[src/rtl/phase_cordic_atan2.sv]
// Vectoring-mode CORDIC: atan2(im, re) and gain-scaled magnitude of a normalized
// Q2.29 pair, one micro-rotation per clock.
module phase_cordic_atan2 #(
  parameter int ITER = 24,
  parameter int IW   = 35
) (
  input  logic        clk,
  input  logic        rst_n,
  input  logic [31:0] re_normalized,
  input  logic        re_normalized_en,
  input  logic [31:0] im_normalized,
  input  logic        im_normalized_en,
  output logic        in_ready,
  output logic [31:0] phase,
  output logic [31:0] magnitude,
  output logic        result_en,
  output logic        zero_flag,
  output logic        sync_err,
  output logic [15:0] drop_cnt
);

  localparam int ZW = 34;
  localparam logic signed [ZW-1:0] PI_Q     = 34'sd1686629713;
  localparam logic signed [ZW-1:0] HALFPI_Q = 34'sd843314857;

  typedef enum logic [1:0] {IDLE = 2'd0, ROT = 2'd1, DONE = 2'd2} state_t;

  state_t                 state_r, state_s;
  logic signed [IW-1:0]   x_r, y_r, x0_s, y0_s, re_ext_s, im_ext_s, x_sh_s, y_sh_s;
  logic signed [ZW-1:0]   z_r, z0_s, atan_s;
  logic [4:0]             iter_r;
  logic                   zero_int_r;
  logic                   accept_s, both_en_s;
  logic [31:0]            phase_r, magnitude_r;
  logic                   result_en_r, zero_flag_r, sync_err_r;
  logic [15:0]            drop_cnt_r;

  // round(atan(2^-i) * 2^29); beyond i=10 the table is 2^(29-i), rounding to 0 at i=30
  function automatic logic signed [ZW-1:0] atan_rom(input logic [4:0] idx);
    case (idx)
      5'd0:    atan_rom = 34'sd421657428;
      5'd1:    atan_rom = 34'sd248918915;
      5'd2:    atan_rom = 34'sd131521918;
      5'd3:    atan_rom = 34'sd66762579;
      5'd4:    atan_rom = 34'sd33510843;
      5'd5:    atan_rom = 34'sd16771758;
      5'd6:    atan_rom = 34'sd8387925;
      5'd7:    atan_rom = 34'sd4194219;
      5'd8:    atan_rom = 34'sd2097141;
      5'd9:    atan_rom = 34'sd1048575;
      5'd10:   atan_rom = 34'sd524288;
      5'd30:   atan_rom = 34'sd0;
      5'd31:   atan_rom = 34'sd0;
      default: atan_rom = 34'sd1 <<< (5'd29 - idx);
    endcase
  endfunction

  function automatic logic [31:0] clamp_pi(input logic signed [ZW-1:0] z);
    logic signed [ZW-1:0] c;
    if (z > PI_Q) begin
      c = PI_Q;
    end else if (z < -PI_Q) begin
      c = -PI_Q;
    end else begin
      c = z;
    end
    return c[31:0];
  endfunction

  assign both_en_s = re_normalized_en & im_normalized_en;
  assign accept_s  = both_en_s & (state_r == IDLE);
  assign re_ext_s  = {{(IW-32){re_normalized[31]}}, re_normalized};
  assign im_ext_s  = {{(IW-32){im_normalized[31]}}, im_normalized};
  assign x_sh_s    = x_r >>> iter_r;
  assign y_sh_s    = y_r >>> iter_r;
  assign atan_s    = atan_rom(iter_r);

  // Pre-rotation by +/-90 degrees folds the left half-plane into the CORDIC convergence range
  always_comb begin
    x0_s = re_ext_s;
    y0_s = im_ext_s;
    z0_s = {ZW{1'b0}};
    if (!re_normalized[31]) begin
      x0_s = re_ext_s;
      y0_s = im_ext_s;
      z0_s = {ZW{1'b0}};
    end else if (!im_normalized[31]) begin
      x0_s = im_ext_s;
      y0_s = -re_ext_s;
      z0_s = HALFPI_Q;
    end else begin
      x0_s = -im_ext_s;
      y0_s = re_ext_s;
      z0_s = -HALFPI_Q;
    end
  end

  // State register
  always_ff @(posedge clk or negedge rst_n) begin
    if (!rst_n) begin
      state_r <= IDLE;
    end else begin
      state_r <= state_s;
    end
  end

  // Next-state logic
  always_comb begin
    state_s = state_r;
    case (state_r)
      IDLE: begin
        if (accept_s) state_s = ROT;
        else          state_s = IDLE;
      end
      ROT: begin
        if (iter_r == 5'(ITER - 1)) state_s = DONE;
        else                        state_s = ROT;
      end
      DONE:    state_s = IDLE;
      default: state_s = IDLE;
    endcase
  end

  // CORDIC datapath: capture, then one micro-rotation per clock from pre-edge x/y
  always_ff @(posedge clk or negedge rst_n) begin
    if (!rst_n) begin
      x_r        <= {IW{1'b0}};
      y_r        <= {IW{1'b0}};
      z_r        <= {ZW{1'b0}};
      iter_r     <= 5'd0;
      zero_int_r <= 1'b0;
    end else begin
      case (state_r)
        IDLE: begin
          if (accept_s) begin
            x_r        <= x0_s;
            y_r        <= y0_s;
            z_r        <= z0_s;
            iter_r     <= 5'd0;
            zero_int_r <= (re_normalized == 32'd0) && (im_normalized == 32'd0);
          end
        end
        ROT: begin
          if (!y_r[IW-1]) begin
            x_r <= x_r + y_sh_s;
            y_r <= y_r - x_sh_s;
            z_r <= z_r + atan_s;
          end else begin
            x_r <= x_r - y_sh_s;
            y_r <= y_r + x_sh_s;
            z_r <= z_r - atan_s;
          end
          iter_r <= iter_r + 5'd1;
        end
        default: ;
      endcase
    end
  end

  // Result registers, updated only on the DONE edge and held otherwise
  always_ff @(posedge clk or negedge rst_n) begin
    if (!rst_n) begin
      phase_r     <= 32'd0;
      magnitude_r <= 32'd0;
      zero_flag_r <= 1'b0;
      result_en_r <= 1'b0;
    end else begin
      result_en_r <= (state_r == DONE);
      if (state_r == DONE) begin
        phase_r     <= zero_int_r ? 32'd0 : clamp_pi(z_r);
        magnitude_r <= zero_int_r ? 32'd0 : x_r[31:0];
        zero_flag_r <= zero_int_r;
      end
    end
  end

  // Input-protocol status: sticky strobe mismatch and saturating drop counter
  always_ff @(posedge clk or negedge rst_n) begin
    if (!rst_n) begin
      sync_err_r <= 1'b0;
      drop_cnt_r <= 16'd0;
    end else begin
      if (re_normalized_en != im_normalized_en) sync_err_r <= 1'b1;
      if (both_en_s && (state_r != IDLE) && (drop_cnt_r != 16'hFFFF)) begin
        drop_cnt_r <= drop_cnt_r + 16'd1;
      end
    end
  end

  assign in_ready  = (state_r == IDLE);
  assign phase     = phase_r;
  assign magnitude = magnitude_r;
  assign result_en = result_en_r;
  assign zero_flag = zero_flag_r;
  assign sync_err  = sync_err_r;
  assign drop_cnt  = drop_cnt_r;

endmodule

[config.mk]
export PLATFORM = sky130hd
export DESIGN_NAME = phase_cordic_atan2
export DESIGN_NICKNAME = d
export VERILOG_FILES = /design/src/rtl/phase_cordic_atan2.sv
export SDC_FILE = /design/constraint.sdc
export NUM_CORES = 1
export LEC_CHECK = 0
export ABC_AREA = 1
export CORE_UTILIZATION = 40
export DETAILED_ROUTE_END_ITERATION = 7
export PLACE_DENSITY = 0.7
export SYNTH_ARGS = -nofsm -noshare
export SYNTH_HDL_FRONTEND = slang
export SYNTH_SLANG_ARGS = --single-unit
[constraint.sdc]
create_clock -name clk -period 6.58 [get_ports clk]
set_input_delay 1.316 -clock clk [delete_from_list [all_inputs] [get_ports clk]]
set_output_delay 1.316 -clock clk [all_outputs]
set_load 0.1 [all_outputs]
# Word-level counts from Yosys, hierarchy flattened
# Cells that the tools add are included.
# W data, S select, Z words.
[word_totals]
regBits = 195
in_bits = 68
wordCells = 85
[classes]
n_addsub = 11
order_cmp = 2
eq_ne = 18
n_shift = 3
mux = 25
n_bitwise = 2
n_reduce_logical = 12
[op_table]
columns = ["operator", "count"]
rows = [
  ["$pmux W34 S12", 1],
  ["$mux W35", 8],
  ["$pmux W35 S2", 2],
  ["$mux W34", 4],
  ["$mux W32", 4],
  ["$add A35 B35 Y35", 2],
  ["$neg A32 Y35", 2],
  ["$sshr A35 B5 Y35", 2],
  ["$sub A35 B35 Y35", 2],
  ["$pmux W34 S2", 1],
  ["$logic_not A32 Y1", 2],
  ["$add A34 B34 Y34", 1],
  ["$gt A34 B32 Y1 const B", 1],
  ["$lt A34 B32 Y1 const B", 1],
  ["$sshl A2 B5 Y34 const A", 1],
  ["$sub A34 B34 Y34", 1],
  ["$eq A5 B3 Y1 const B", 4],
  ["$add A16 B1 Y16 const B", 1],
  ["$ne A16 B16 Y1 const B", 1],
  ["$eq A5 B4 Y1 const B", 3],
  ["$eq A5 B5 Y1 const B", 3],
  ["$eq A5 B2 Y1 const B", 2],
  ["$pmux W5 S2", 1],
  ["$add A5 B1 Y5 const B", 1],
  ["other kinds (17)", 22],
]

# Depth between registers and ports, before layout
[depth]
depth_word = 6
ltp_mapped = 37

# Worst setup path after synthesis
# No wires, ideal clock.
[synth_timing]
path_kind = "reg-to-reg"
startpoint = "reg iter_r[1]"
endpoint = "reg z_r[25]"
setup_ns = 0.143
arrival_time_ns = 4.584
required_ns = 6.437
path_slack_ns = 1.853
path_stages_with_launch = 30
n_path_buf = 3
period_less_slack_ns = 4.727
path_cell_list = "dfrtp_1 inv_1 buf_2 buf_2 ha_1 inv_2 nor2_1 nand2_1 nand2_2 nor2_4 nand3_2 buf_6 o21a_1 ha_1 nand3_1 nor3b_2 a21oi_1 xnor2_1 ha_1 nand2_1 nor2_1 inv_1 o21ai_0 a21oi_1 o21ai_0 a21boi_0 o21ai_0 nand2_1 nand3_1 a21boi_0"
[synth_between]
elab_chain_len = 6
[synth_lines]
columns = ["element", "line", "rtl"]
rows = [
  ["start: declaration", "31", "logic [4:0] iter_r;"],
  ["start signal: assignment", "153", "iter_r <= iter_r + 5'd1;"],
  ["$sub A5 B5 Y5 / $eq A5 B5 Y1 (equally long branches)", "54, 40", ""],
  ["$sshl A2 B5 Y34 / $reduce_or A2 Y1 (equally long branches)", "--", ""],
  ["$pmux W34 S12 *", "40", "case (idx)"],
  ["$add A34 B34 Y34 / $sub A34 B34 Y34 (equally long branches)", "147, 151", ""],
  ["$mux W34 *", "144", "if (!y_r[IW-1]) begin"],
  ["$pmux W34 S2 *", "133", "case (state_r)"],
  ["end signal: assignment", "138", "z_r <= z0_s;"],
  ["end signal: assignment", "147", "z_r <= z_r + atan_s;"],
  ["end signal: assignment", "151", "z_r <= z_r - atan_s;"],
  ["end: declaration", "30", "logic signed [ZW-1:0] z_r, z0_s, atan_s;"],
]
# Mark *: on every way between the ends. The rest lies on a longest branch, timed or not.
# A chain may end at the register's enable or synchronous reset.

# Worst setup path in the final report
[layout_timing]
startpoint = "reg iter_r[0]"
endpoint = "reg z_r[25]"
# Same word-level chain as after synthesis.

==> flow_metrics.env <==
export IMPL_num_io_pins=152
export IMPL_tcrit_tclk_final=0.8862
export IMPL_final_net_count=4179
export IMPL_grt_pass1_wl_um=140900
export IMPL_worstHoldStart="sync_err"
export IMPL_hold_ws_ns=0.4728
export IMPL_cts_inserted_buffers=17
export IMPL_place_gp_congestion=1.009
export IMPL_max_cap_violations=0
export IMPL_finalSetupTns_ns=0
export IMPL_cpMaxStageDelayCell="inv_1"
export IMPL_firstDrtPassIters=6
export IMPL_synth_seq_area_share=0.2051
export IMPL_path_clk_slew_ns=0.10
export IMPL_final_period_minus_worst_setup_slack_ns=5.831
export IMPL_hold_class="reg -> reg"
export IMPL_max_frequency_mhz=171.5
export IMPL_floorplan_initialDensity=0.4039
export IMPL_crit_path_max_incr_delay_ns=0.62
export IMPL_detail_route_wirelength_um=91760
export IMPL_cts_hold_fix_buffers=0
export IMPL_groute_usage_overall=0.3001
export IMPL_remaining_drc_errors=0
export IMPL_clkLatencyLatePin_ns=0.52
export IMPL_cts_sinks=195
export IMPL_critical_path_max_fanout=24
export IMPL_synth_cell_type_count=65
export IMPL_post_cts_buffers=0
export IMPL_ctsHtreeMaxLevel=4
export IMPL_die_x_um=245.9
export IMPL_cts_tree="yes"
export IMPL_io_port_bufs=151
export IMPL_critPathLaunch="iter_r[0]"
export IMPL_critical_path_endpoint_type="flop"
export IMPL_globalRouteOverflowTotal=0
export IMPL_fin_cells=4779
export IMPL_synth_net_count=4150
export IMPL_dpl_cell_area_um2=25740
export IMPL_place_detailed_hpwl_um=72220
export IMPL_arrival_ns=6.26
export IMPL_async_reset_ff_frac=1.000
export IMPL_synth_main_ff_cell="dfrtp_1"
export IMPL_clk_path_buf_depth=2
export IMPL_clock_skew_ns=0.02483
export IMPL_first_global_vias=24720
export IMPL_drv_slew=0
export IMPL_relSlewSlack=0.2760
export IMPL_die_height_um=245.9
export IMPL_std_cell_rows=89
export IMPL_area_growth_syn_to_layout_pct=10.97
export IMPL_crit_reg2reg_launch="iter_r[0]"
export IMPL_cp_common_cell="nand3_1"
export IMPL_ys_warnings_count=0
export IMPL_synth_edf_count=0
export IMPL_grt_setup_unrepaired="false"
export IMPL_post_place_cells=4747
export IMPL_worstPathRequired_ns=7.01
export IMPL_wl_per_cell_um=19.20
export IMPL_post_route_cell_area_um2=26410
export IMPL_via_per_inst=5.706
export IMPL_netlist_instances=3964
export IMPL_drtIter0Drc=2635
export IMPL_hold_violations=0
export IMPL_insertedDiodeCount=0
export IMPL_status="complete, no violations"
export IMPL_ys_ff_latch=195
export IMPL_timing_worst_slew_pin_value_ns=1.083
export IMPL_synthesis_area_um2=23800
export IMPL_grt_max_degree=121
export IMPL_layout_drive_gt1_share=0.04518
export IMPL_die_area_um2=60470
export IMPL_antenna_found_initial=2
export IMPL_placeable_area_um2=58910
export IMPL_criticalPathCategory="reg -> reg"
export IMPL_root_buffer="clkbuf_16"
export IMPL_syn_mean_instance_area_um2=6.003
export IMPL_setup_violations=0
export IMPL_antenna_violating_nets_post_route=0
export IMPL_post_cts_resized_instances=0
export IMPL_startpoint_type="flop"
export IMPL_fillers=6324
export IMPL_via_count=27271
==> worst max-delay path, delay by kind of cell (launching register included) <==
| family | cells | cell delay (ns) |
|---|---|---|
| flip-flops | 1 | 0.50 |
| AND/OR/NAND/NOR | 11 | 1.49 |
| XOR/XNOR | 1 | 0.16 |
| buffers and inverters | 4 | 0.83 |
| AO/OA/AOI/OAI | 9 | 1.84 |
| adder cells (fa/ha/maj) | 3 | 0.93 |
==> stage by stage <==
step	setup slack, ns	utilization
after floorplan	1.853	-
after global placement	0.9331	0.4370
after detailed placement	0.8809	0.4370
after CTS	0.8244	0.4483
after global routing	0.1784	0.4483
final	0.7486	0.4483
==> area by class of cell <==
cell class              instances  area, um^2  area share
multi-input cells            3222       16660      0.6311
flip-flops and latches        195        4887      0.1851
repair buffers                187        1831     0.06932
inverters                     370        1394     0.05278
well taps                     773       967.2     0.03663
clock buffers                  17       425.4     0.01611
clock inverters                15       237.7    0.009003
==> layout by cell type, fill, tap and decap left out, types with 93 or more instances in the layout <==
| cell type | instances |
|---|---|
| clkdlybuf4s50_1 | 149 |
| o21ai_0 | 356 |
| dfrtp_1 | 191 |
| inv_1 | 356 |
| nor2_1 | 332 |
| a21oi_1 | 264 |
| xor2_1 | 93 |
| nand2_1 | 1175 |
| nand3_1 | 319 |
| ha_1 | 115 |
==> sequential cells by signal, summed over array words and instances (netlist names) <==
register / cells
drop_cnt: 16
iter_r: 5
magnitude: 32
phase: 32
result_en: 1
state_r: 2
sync_err: 1
x_r: 35
y_r: 35
z_r: 34
zero_flag: 1
zero_int_r: 1
==> cell families (layout without fill, tap and decap cells) <==
kind of cell | after synthesis | count (layout) | share of synthesized area
adders and majority gates | 118 | 118 | 0.06299
buffers and inverters | 547 | 589 | 0.09533
and+or+nand+nor | 2042 | 2042 | 0.3631
xor gates and xnor gates | 147 | 147 | 0.05411
DFF | 195 | 195 | 0.2051
AOI/OAI and AO/OA | 915 | 915 | 0.2194
==> final timing paths <==
check                             to  slack (ns)  cells after the start
setup / recovery             z_r[25]        0.75                     28
hold / removal              sync_err        0.47                      1
hold reg to reg             sync_err        0.47                      1
max in group asynchronous    y_r[27]        4.56                      2
min in group asynchronous  phase[10]        0.83                      1
setup reg to reg             z_r[25]        0.75                     28
==> synth_stat cells, types with 9 or more instances <==
library cell | instances | area (um^2)
nand2_2 | 13 | 81.33
xnor2_1 | 54 | 473.0
inv_1 | 360 | 1351
a21oi_1 | 264 | 1321
ha_1 | 115 | 1439
buf_2 | 39 | 195.2
dfrtp_1 | 195 | 4880
or2_2 | 11 | 68.82
nand4_1 | 63 | 394.1
nor3_1 | 49 | 245.2
a21o_1 | 15 | 112.6
nor4_1 | 20 | 125.1
nand3_1 | 319 | 1597
a21boi_0 | 9 | 67.56
nand2_1 | 1175 | 4410
o21a_1 | 11 | 82.58
o211ai_1 | 29 | 217.7
o21bai_1 | 19 | 142.6
buf_4 | 10 | 75.07
buf_6 | 15 | 168.9
nor2_2 | 17 | 106.4
o21ai_1 | 57 | 285.3
a31oi_1 | 31 | 193.9
nand3b_1 | 9 | 67.56
o21ai_2 | 24 | 210.2
a22oi_1 | 40 | 300.3
o21ai_0 | 356 | 1782
buf_1 | 23 | 86.33
clkbuf_1 | 89 | 334.1
nor2_1 | 335 | 1257
o221ai_1 | 16 | 140.1
xor2_1 | 93 | 814.5
o22ai_1 | 10 | 62.56
==> per-layer routing <==
| metal | global-route usage | routed length (um) | vias up |
|---|---|---|---|
| met5 | 0 | 13 | - |
| li1 | - | - | 13312 |
| met4 | 0.1456 | 4666 | 2 |
| met3 | 0.03940 | 6302 | 227 |
| met2 | 0.4965 | 42300 | 1177 |
| met1 | 0.3830 | 38480 | 12553 |
Power is not shown: default switching activity piles up to over one toggle a cycle in this logic, so the estimate is an artifact.
